==> src/rtl/uart_word_tx.sv <==
// UART word transmitter: sends a 32-bit word as four 8O1 frames, least-significant byte first.
// One FSM drives the registered tx line and the busy/done status.
module uart_word_tx #(
   parameter int CLKS_PER_BIT = 10,
   parameter int DATA_WIDTH   = 32
) (
   input  logic                  clk,
   input  logic                  rst,
   input  logic [DATA_WIDTH-1:0] in_data,
   input  logic                  in_valid,
   output logic                  in_ready,
   output logic                  tx,
   output logic                  busy,
   output logic                  done
);

   localparam int BW = (CLKS_PER_BIT > 1) ? $clog2(CLKS_PER_BIT) : 1;
   localparam logic [BW-1:0] BAUD_LAST = BW'(CLKS_PER_BIT - 1);

   typedef enum logic [2:0] {
      S_IDLE,
      S_START,
      S_DATA,
      S_PARITY,
      S_STOP
   } state_t;

   state_t                state_q;
   logic [BW-1:0]         baud_q;
   logic [2:0]            bit_q;
   logic [1:0]            byte_q;
   logic [DATA_WIDTH-1:0] shreg_q;
   logic                  tx_q;
   logic                  busy_q;
   logic                  done_q;

   logic                  bit_end;
   logic [7:0]            cur_byte;

   assign bit_end  = (baud_q == BAUD_LAST);
   assign cur_byte = shreg_q[7:0];

   always_ff @(posedge clk) begin
      if (rst) begin
         state_q <= S_IDLE;
         baud_q  <= '0;
         bit_q   <= '0;
         byte_q  <= '0;
         shreg_q <= '0;
         tx_q    <= 1'b1;
         busy_q  <= 1'b0;
         done_q  <= 1'b0;
      end else begin
         done_q <= 1'b0;
         // The baud counter free-runs in every non-idle state and wraps on each bit boundary.
         if (state_q != S_IDLE) begin
            baud_q <= bit_end ? '0 : baud_q + 1'b1;
         end
         case (state_q)
            S_IDLE: begin
               if (in_valid) begin
                  shreg_q <= in_data;
                  byte_q  <= '0;
                  bit_q   <= '0;
                  baud_q  <= '0;
                  tx_q    <= 1'b0;
                  busy_q  <= 1'b1;
                  state_q <= S_START;
               end
            end
            S_START: begin
               if (bit_end) begin
                  bit_q   <= '0;
                  tx_q    <= cur_byte[0];
                  state_q <= S_DATA;
               end
            end
            S_DATA: begin
               if (bit_end) begin
                  if (bit_q == 3'd7) begin
                     tx_q    <= ~^cur_byte;
                     state_q <= S_PARITY;
                  end else begin
                     bit_q <= bit_q + 3'd1;
                     tx_q  <= cur_byte[bit_q + 3'd1];
                  end
               end
            end
            S_PARITY: begin
               if (bit_end) begin
                  bit_q   <= '0;
                  tx_q    <= 1'b1;
                  state_q <= S_STOP;
               end
            end
            S_STOP: begin
               if (bit_end) begin
                  // Next frame starts right after this stop bit; after the fourth, go idle.
                  if (byte_q != 2'd3) begin
                     byte_q  <= byte_q + 2'd1;
                     shreg_q <= shreg_q >> 8;
                     tx_q    <= 1'b0;
                     state_q <= S_START;
                  end else begin
                     busy_q  <= 1'b0;
                     done_q  <= 1'b1;
                     state_q <= S_IDLE;
                  end
               end
            end
            default: begin
               tx_q    <= 1'b1;
               busy_q  <= 1'b0;
               state_q <= S_IDLE;
            end
         endcase
      end
   end

   assign in_ready = (state_q == S_IDLE);
   assign tx       = tx_q;
   assign busy     = busy_q;
   assign done     = done_q;

endmodule
==> config.mk <==
export PLATFORM = sky130hd
export DESIGN_NAME = uart_word_tx
export DESIGN_NICKNAME = d
export VERILOG_FILES = /design/src/rtl/uart_word_tx.sv
export SDC_FILE = /design/constraint.sdc
export NUM_CORES = 1
export LEC_CHECK = 0
export ABC_AREA = 1
export ABC_CLOCK_PERIOD_IN_PS = 2140
export CAP_MARGIN = 20
export CORE_MARGIN = 4
export CORE_UTILIZATION = 49
export CTS_BUF_LIST = sky130_fd_sc_hd__clkbuf_4 sky130_fd_sc_hd__clkbuf_8
export DETAILED_ROUTE_END_ITERATION = 10
export PLACE_DENSITY_LB_ADDON = 0.12
export SKIP_LAST_GASP = 1
export SLEW_MARGIN = 15
export SYNTH_ARGS = -nofsm -noshare
export SYNTH_HDL_FRONTEND = slang
export SYNTH_SLANG_ARGS = --single-unit
==> constraint.sdc <==
create_clock -name clk -period 2.14 [get_ports clk]
set_clock_uncertainty 0.1 [all_clocks]
set_input_delay 0.214 -clock clk [delete_from_list [all_inputs] [get_ports clk]]
set_output_delay 0.214 -clock clk [all_outputs]
set_load 0.005 [all_outputs]
==> reports/metrics.cfg, run 1 <==
[grt]
grt_pass1_wl_um=8850
grt_pass1_vias=2001
grt_max_degree=58
grt_usage=0.178
grt_overflow_total=0
antenna_found_initial=0

[yosys]
synth_edf_count=0
ys_ff_latch=47
async_flop_share=0
synth_ff_type=dfxtp_1
ys_seq_area_frac=0.388
syn_area_per_cell_um2=6.69
synth.yosys.warnings=0
syn_inst=363
synth_fp_nets=401
yosys.cell_types.count=28
syn_area_mm2=0.00243

[placement]
io_buffers=38
dp_cells=457
gp_congestion=0.868
place_hpwl_um=3780
preCtsSetupSlack_ns=0.289

[worst_setup_path]
path_buf_inv=2
crit_family=simple AND/OR/NAND/NOR gates
rr_worst_depth=10
path_cells=nor2_4 -> nand2_2 -> nor2_1 -> inv_2 -> nand2_4 -> nor2_2 -> nand2_2 -> buf_12 -> o21ai_0 -> a21oi_1
r2r_slack_ns=0.26
cp-endpoint=shreg_q[3]
cp-end-kind=register
worstPathRequired_ns=2.27
crit_arrival_ns=2.01
critPathKind=register to register
startpoint=state_q[0]
cp.depth=10
slowest_delay_ns=0.36
crit_fanout=57
slowest_stage=dfxtp_1
reg2reg_from=state_q[0]
r2r-end=shreg_q[3]
crit_top_cell=nand2_2
startpoint_type=register

[clocking]
post-cts-setup-buffers=0
cts_resized=0
path_clk_slew_ns=0.08
htree_levels=2
cts_tree=built
cts_buffers=5
worstSkewPairLatency_ns=0.29
clock-sinks=47
clockBufferDepth=2
cts_root_buf=clkbuf_8
ctsHoldBuffers=0

[floorplan]
initial_core_util=0.511
rows=25
fp.dieArea_mm2=0.00614
pin_count=39
die_w_um=78.4
core_mm2=0.00475
die_y_um=78.4

[cells_and_area]
layout_common_cells=nand2_1, dfxtp_1, o21ai_0, a21oi_1
diodes=0
layout_commonest_cell=nand2_1
layout.nets=435
drive_above_1_share=0.0829
multi_input_area_mm2=0.00122
areaGrowthSynthToFinish_pct=21.0
nFillCells=471
fin_cells=465
seqCellArea_um2=941

[timing]
fmax_mhz=532
slew_headroom=0.550
slew_viol_final=0
hold_ws_ns=0.350
period_needed_ns=1.88
setup_viol=0
fin_crit_sh=0.878
tightest_slew_ns=0.674
rsz0062_at_grt=false
setup_ws_ns=0.261
fin_tns_setup_ns=0
hold_viol=0

[drt]
totalWireLength_um=5230
dr.pass1.iters=4
vias_per_cell=4.87
final_antenna_net_count=0
drcViolationCount=0
drtIter0Drc=97
vias=2265
routedWlPerCell_um=11.2

[power_and_ir_drop]
pwr-share-seq=0.397
power.share.switching=0.400
p_clk_frac=0.166
p_int_uw=1960
comb_power_share=0.437
power.density_mw_per_mm2=1110
leakage_uw=0.00126
ir_worst_vdd_uv=713
total_power_uw=3260
p_sw_uw=1310

[outcome]
status=complete, no violations

[job]
cap_viol_max_count=0

[worst_hold_path]
hold_path_class=register to register

[cells in the mapped netlist, types with 2 or more instances]
cell,n,share of area
nand2_1,111,0.17
dfxtp_1,47,0.39
o21ai_0,46,0.095
a21oi_1,43,0.089
inv_1,38,0.059
nand3_1,17,0.035
nor2_1,11,0.017
clkbuf_1,8,0.012
a21oi_2,6,0.022
buf_6,4,0.019
inv_2,4,0.0062
buf_2,3,0.0062
ha_1,3,0.015
nand2_2,3,0.0077
nor3_1,3,0.0062
a211oi_1,2,0.0062
nand3b_1,2,0.0062
nor2_4,2,0.0093
[registers in the layout (all words and copies together), names as in the netlist]
name / cells
tx: 1
byte_q: 2
bit_q: 3
state_q: 3
baud_q: 4
shreg_q: 32
done: 1
busy: 1
[how the worst min path moves through the flow]
stage	start	endpoint	slack [ns]	depth (start not counted)
after floorplan	rst	bit_q[0]	0.19	1
after global placement	shreg_q[11]	shreg_q[11]	0.33	2
after detailed placement	shreg_q[23]	shreg_q[23]	0.34	2
after CTS	shreg_q[11]	shreg_q[11]	0.35	2
after global routing	shreg_q[11]	shreg_q[11]	0.36	2
final	shreg_q[13]	shreg_q[13]	0.35	2
[per-layer routing]
metal / vias to the layer above / global-route usage / wire (µm)
met5: - / 0 / 0
met4: 0 / 0.0577 / 80
met3: 6 / 0.0378 / 195
met2: 42 / 0.299 / 2480
met1: 983 / 0.229 / 2480
li1: 1234 / - / -
[tightest hold or removal path: stages, from the launching register on]
cell and delay [ns]:
dfxtp_1 0.30, inv_1 0.05, a21oi_1 0.05
[per-stage QoR]
| step | cell area, µm² | utilization |
|---|---|---|
| after detailed placement | 2850 | 0.599 |
| after global routing | 2940 | 0.618 |
| after global placement | 2850 | 0.599 |
| after CTS | 2940 | 0.618 |
| final | 2940 | 0.618 |
| after floorplan | 2430 | - |
[final cells by class]
class                   count  share of cell area
clock buffers               7              0.0285
clock inverters             1             0.00170
inverters                  43              0.0558
multi-input cells         256               0.416
flip-flops and latches     47               0.320
well taps                  67              0.0285
repair buffers             44               0.149
[power groups by stage]
stage                     logic, µW  registers (µW)  clock network (µW)
after global routing           1650            1330                 586
final                          1430            1300                 541
after CTS                      1440            1290                 558
after detailed placement       1430            1320                   0
after floorplan                1130            1280                   0
after global placement         1400            1310                   0
[cells by family after synthesis]
kind of cell               synth area share
and+or+nand+nor                       0.267
AOI/OAI and AO/OA                     0.217
buffers and inverters                 0.109
DFF                                   0.388
adders and majority gates            0.0155
xor gates and xnor gates            0.00361
Power figures use the tool's default switching activity.
==> inputs of run 2 (changes only) <==
- ABC_CLOCK_PERIOD_IN_PS: 2140 -> 1700
- CELL_PAD_IN_SITES_DETAIL_PLACEMENT: not set -> 1
- CELL_PAD_IN_SITES_GLOBAL_PLACEMENT: not set -> 1
- CORE_UTILIZATION: 49 -> 35
- clock period: 2.14 -> 1.7 ns (I/O delays scaled with it)
==> run 2 against run 1 <==
Effect of this change: the flow now finishes with violations (setup timing); critical path depth rose by 1; flip-flop and latch count unchanged; global-route usage decreased by 1.7 points; maximum frequency rose by 9.1%; hold slack worse by 0.0029 ns; clock power rose by 18%; worst setup slack worse by 0.28 ns; power increased by 46%; clock-buffer cell count decreased by 2; via count rose by 9.1%; largest cell class unchanged.
==> reports/metrics.cfg, run 2 (synthesized netlist as in run 1, its figures left out) <==
[outcome]
status=finished, violations left  ; was complete, no violations
violations=setup timing

[timing]
hold_ws_ns=0.347  ; was 0.350 ns
slew_viol_final=0  ; unchanged
fmax_mhz=581  ; was 532 MHz
setup_ws_ns=-0.0222  ; was 0.261 ns
rsz0062_at_grt=true  ; was false
tightest_slew_ns=0.262  ; was 0.674 ns
setup_viol=1  ; was 0
fin_crit_sh=1.01  ; was 0.878
slew_headroom=0.825  ; was 0.550
period_needed_ns=1.72  ; was 1.88 ns
hold_viol=0  ; unchanged

[cells_and_area]
diodes=0  ; unchanged
largest_reg_flops=32  ; unchanged
final_cell_area_mm2=0.00331  ; was 0.00294 mm²
layout_common_cells=nand2_1, dfxtp_1, a21oi_1, o21ai_0, clkdlybuf4s50_1  ; was nand2_1, dfxtp_1, o21ai_0, a21oi_1
reg_top3=shreg_q: 32 flops, baud_q: 4 flops  ; unchanged
areaGrowthSynthToFinish_pct=36.4  ; was 21.0%
regMostFlops=shreg_q  ; unchanged
layout_commonest_cell=nand2_1  ; unchanged
drive_above_1_share=0.171  ; was 0.0829
layout.nets=460  ; was 435

[drt]
drtIter0Drc=83  ; was 97
routedWlPerCell_um=13.7  ; was 11.2 µm
vias=2471  ; was 2265
route.top_layer_used=met4  ; unchanged
vias_per_cell=4.93  ; was 4.87
final_antenna_net_count=0  ; unchanged
routed-wl-met3_um=214  ; was 195 µm
drcViolationCount=0  ; unchanged
route.met2.wl_um=3480  ; was 2480 µm
dr.pass1.iters=4  ; unchanged
totalWireLength_um=6840  ; was 5230 µm
met1Wirelength_um=3080  ; was 2480 µm

[worst_hold_path]
holdPathEnd=shreg_q[29]  ; was shreg_q[13]
worstHoldPathCells=3  ; was 2
min_from=in_data[29]  ; was shreg_q[13]
hold_path_class=input pin to register  ; was register to register

[power_and_ir_drop]
leakage_uw=0.00141  ; was 0.00126 µW
p_int_uw=2840  ; was 1960 µW
p_sw_uw=1930  ; was 1310 µW
pwr-share-seq=0.340  ; was 0.397
p_clk_frac=0.134  ; was 0.166
ir_worst_vdd_uv=844  ; was 713 µV
total_power_uw=4770  ; was 3260 µW
comb_power_share=0.526  ; was 0.437
power.density_mw_per_mm2=1440  ; was 1110 mW/mm²
power.share.switching=0.404  ; was 0.400

[grt]
grt_overflow_total=0  ; unchanged
grt_max_degree=41  ; was 58
grt_pass1_wl_um=11100  ; was 8850 µm
grt_usage=0.162  ; was 0.178
antenna_found_initial=0  ; unchanged
grt_pass1_vias=2474  ; was 2001

[worst_setup_path]
crit_arrival_ns=1.81  ; was 2.01 ns
rr_worst_depth=11  ; was 10
slowest_delay_ns=0.34  ; was 0.36 ns
r2r_slack_ns=-0.02  ; was 0.26 ns
r2r-end=byte_q[0]  ; was shreg_q[3]
path_buf_inv=4  ; was 2
critPathKind=register to register  ; unchanged
reg2reg_from=state_q[0]  ; unchanged
cp.depth=11  ; was 10
crit_fanout=3  ; was 57
slowest_stage=dfxtp_2  ; was dfxtp_1
worstPathRequired_ns=1.78  ; was 2.27 ns
path_cells=nor2_4 -> buf_6 -> inv_6 -> nor2_4 -> nand2_2 -> nand2_4 -> buf_6 -> buf_4 -> nor2_1 -> o21ai_0 -> a31oi_1  ; was nor2_4 -> nand2_2 -> nor2_1 -> inv_2 -> nand2_4 -> nor2_2 -> nand2_2 -> buf_12 -> o21ai_0 -> a21oi_1
cp-end-kind=register  ; unchanged
startpoint_type=register  ; unchanged
crit_family=simple AND/OR/NAND/NOR gates  ; unchanged

[floorplan]
pin_count=39  ; unchanged
die_y_um=91.3  ; was 78.4 µm
initial_core_util=0.359  ; was 0.511
fp.dieArea_mm2=0.00833  ; was 0.00614 mm²
core_mm2=0.00676  ; was 0.00475 mm²
rows=30  ; was 25
die_w_um=91.3  ; was 78.4 µm

[clocking]
cts_tree=built  ; unchanged
ctsHoldBuffers=0  ; unchanged
clockBufferDepth=2  ; unchanged
worstSkewPairLatency_ns=0.29  ; about the same
htree_levels=2  ; unchanged
cts_buffers=5  ; unchanged
path_clk_slew_ns=0.09  ; was 0.08 ns
clock-sinks=47  ; unchanged
cts_root_buf=clkbuf_8  ; unchanged

[job]
cap_viol_max_count=0  ; unchanged

[placement]
preCtsSetupSlack_ns=-0.0354  ; was 0.289 ns
io_buffers=38  ; unchanged
place_hpwl_um=4820  ; was 3780 µm
gp_congestion=0.800  ; was 0.868
dpl_cell_area_mm2=0.00299  ; was 0.00285 mm²

-- run 2: cell types whose count changed in the layout (fill, tap and decap cells not counted), moves of 3 or more --
cell,previous run,this run
o21ai_0,46,38
nor2_4,2,5
dfxtp_1,47,44
buf_4,5,20
buf_12,1,4
nand2_1,111,108
o21ai_1,0,8
a21oi_1,43,40
buf_6,0,5
nor2_1,11,8
-- run 2: worst max path at each step --
| stage | start | end | slack, ns |
|---|---|---|---|
| after CTS | state_q[1] | shreg_q[19] | -0.008 |
| after global routing | state_q[0] | byte_q[0] | -0.14 |
| after global placement | in_valid | state_q[1] | -0.01 |
| after floorplan | state_q[0] | shreg_q[24] | 0.11 |
| final | state_q[0] | byte_q[0] | -0.02 |
| after detailed placement | baud_q[0] | state_q[1] | -0.04 |
-- run 2: area by class of cell --
class                           instances  area, µm²
Multi-Input combinational cell        256       1310
Tap cell                               80        100
Clock buffer                            5       68.8
Sequential cell                        47        947
Timing Repair Buffer                   69        706
Fill cell                             872       3440
Inverter                               43        171
Clock inverter                          1       7.51
-- run 2: power groups by stage --
stage	Combinational (µW)	Clock [µW]	Sequential (µW)
finish	2510	641	1620
floorplan	1420	0	1610
detailed placement	2020	0	1640
CTS	2200	666	1620
global route	2840	721	1670
global placement	1960	0	1630
-- run 2: through the flow --
| stage | utilization | instances | setup TNS [ns] |
|---|---|---|---|
| 6_report | 0.490 | 501 | -0.0222 |
| 5_1_grt | 0.490 | 501 | -0.876 |
| 4_1_cts | 0.465 | 494 | -0.0200 |
| 3_5_place_dp | 0.443 | 484 | -0.121 |
| 3_3_place_gp | 0.443 | 484 | -0.0111 |
| 2_1_floorplan | - | 363 | 0 |
-- run 2: metal layers --
metal  track usage  vias up
li1              -     1284
met1         0.201     1150
met2         0.284       31
met3        0.0290        6
met4        0.0477        0
met5             0        -
-- run 2: repair_timing --
| item | 4_1_cts | 5_1_grt |
|---|---|---|
| pin swaps | 6 | 12 |
| endpoints found under the setup margin | 25 | 40 |
| buffers inserted | 3 | 5 |
| cloned | 1 | 3 |
| resized for setup | 14 | 32 |
| endpoints found under the hold margin | 0 | 0 |
-- run 2: tightest hold or removal path: stages --
cell and delay (ns):
clkdlybuf4s50_1 0.40, nand3_1 0.08, a21oi_1 0.05
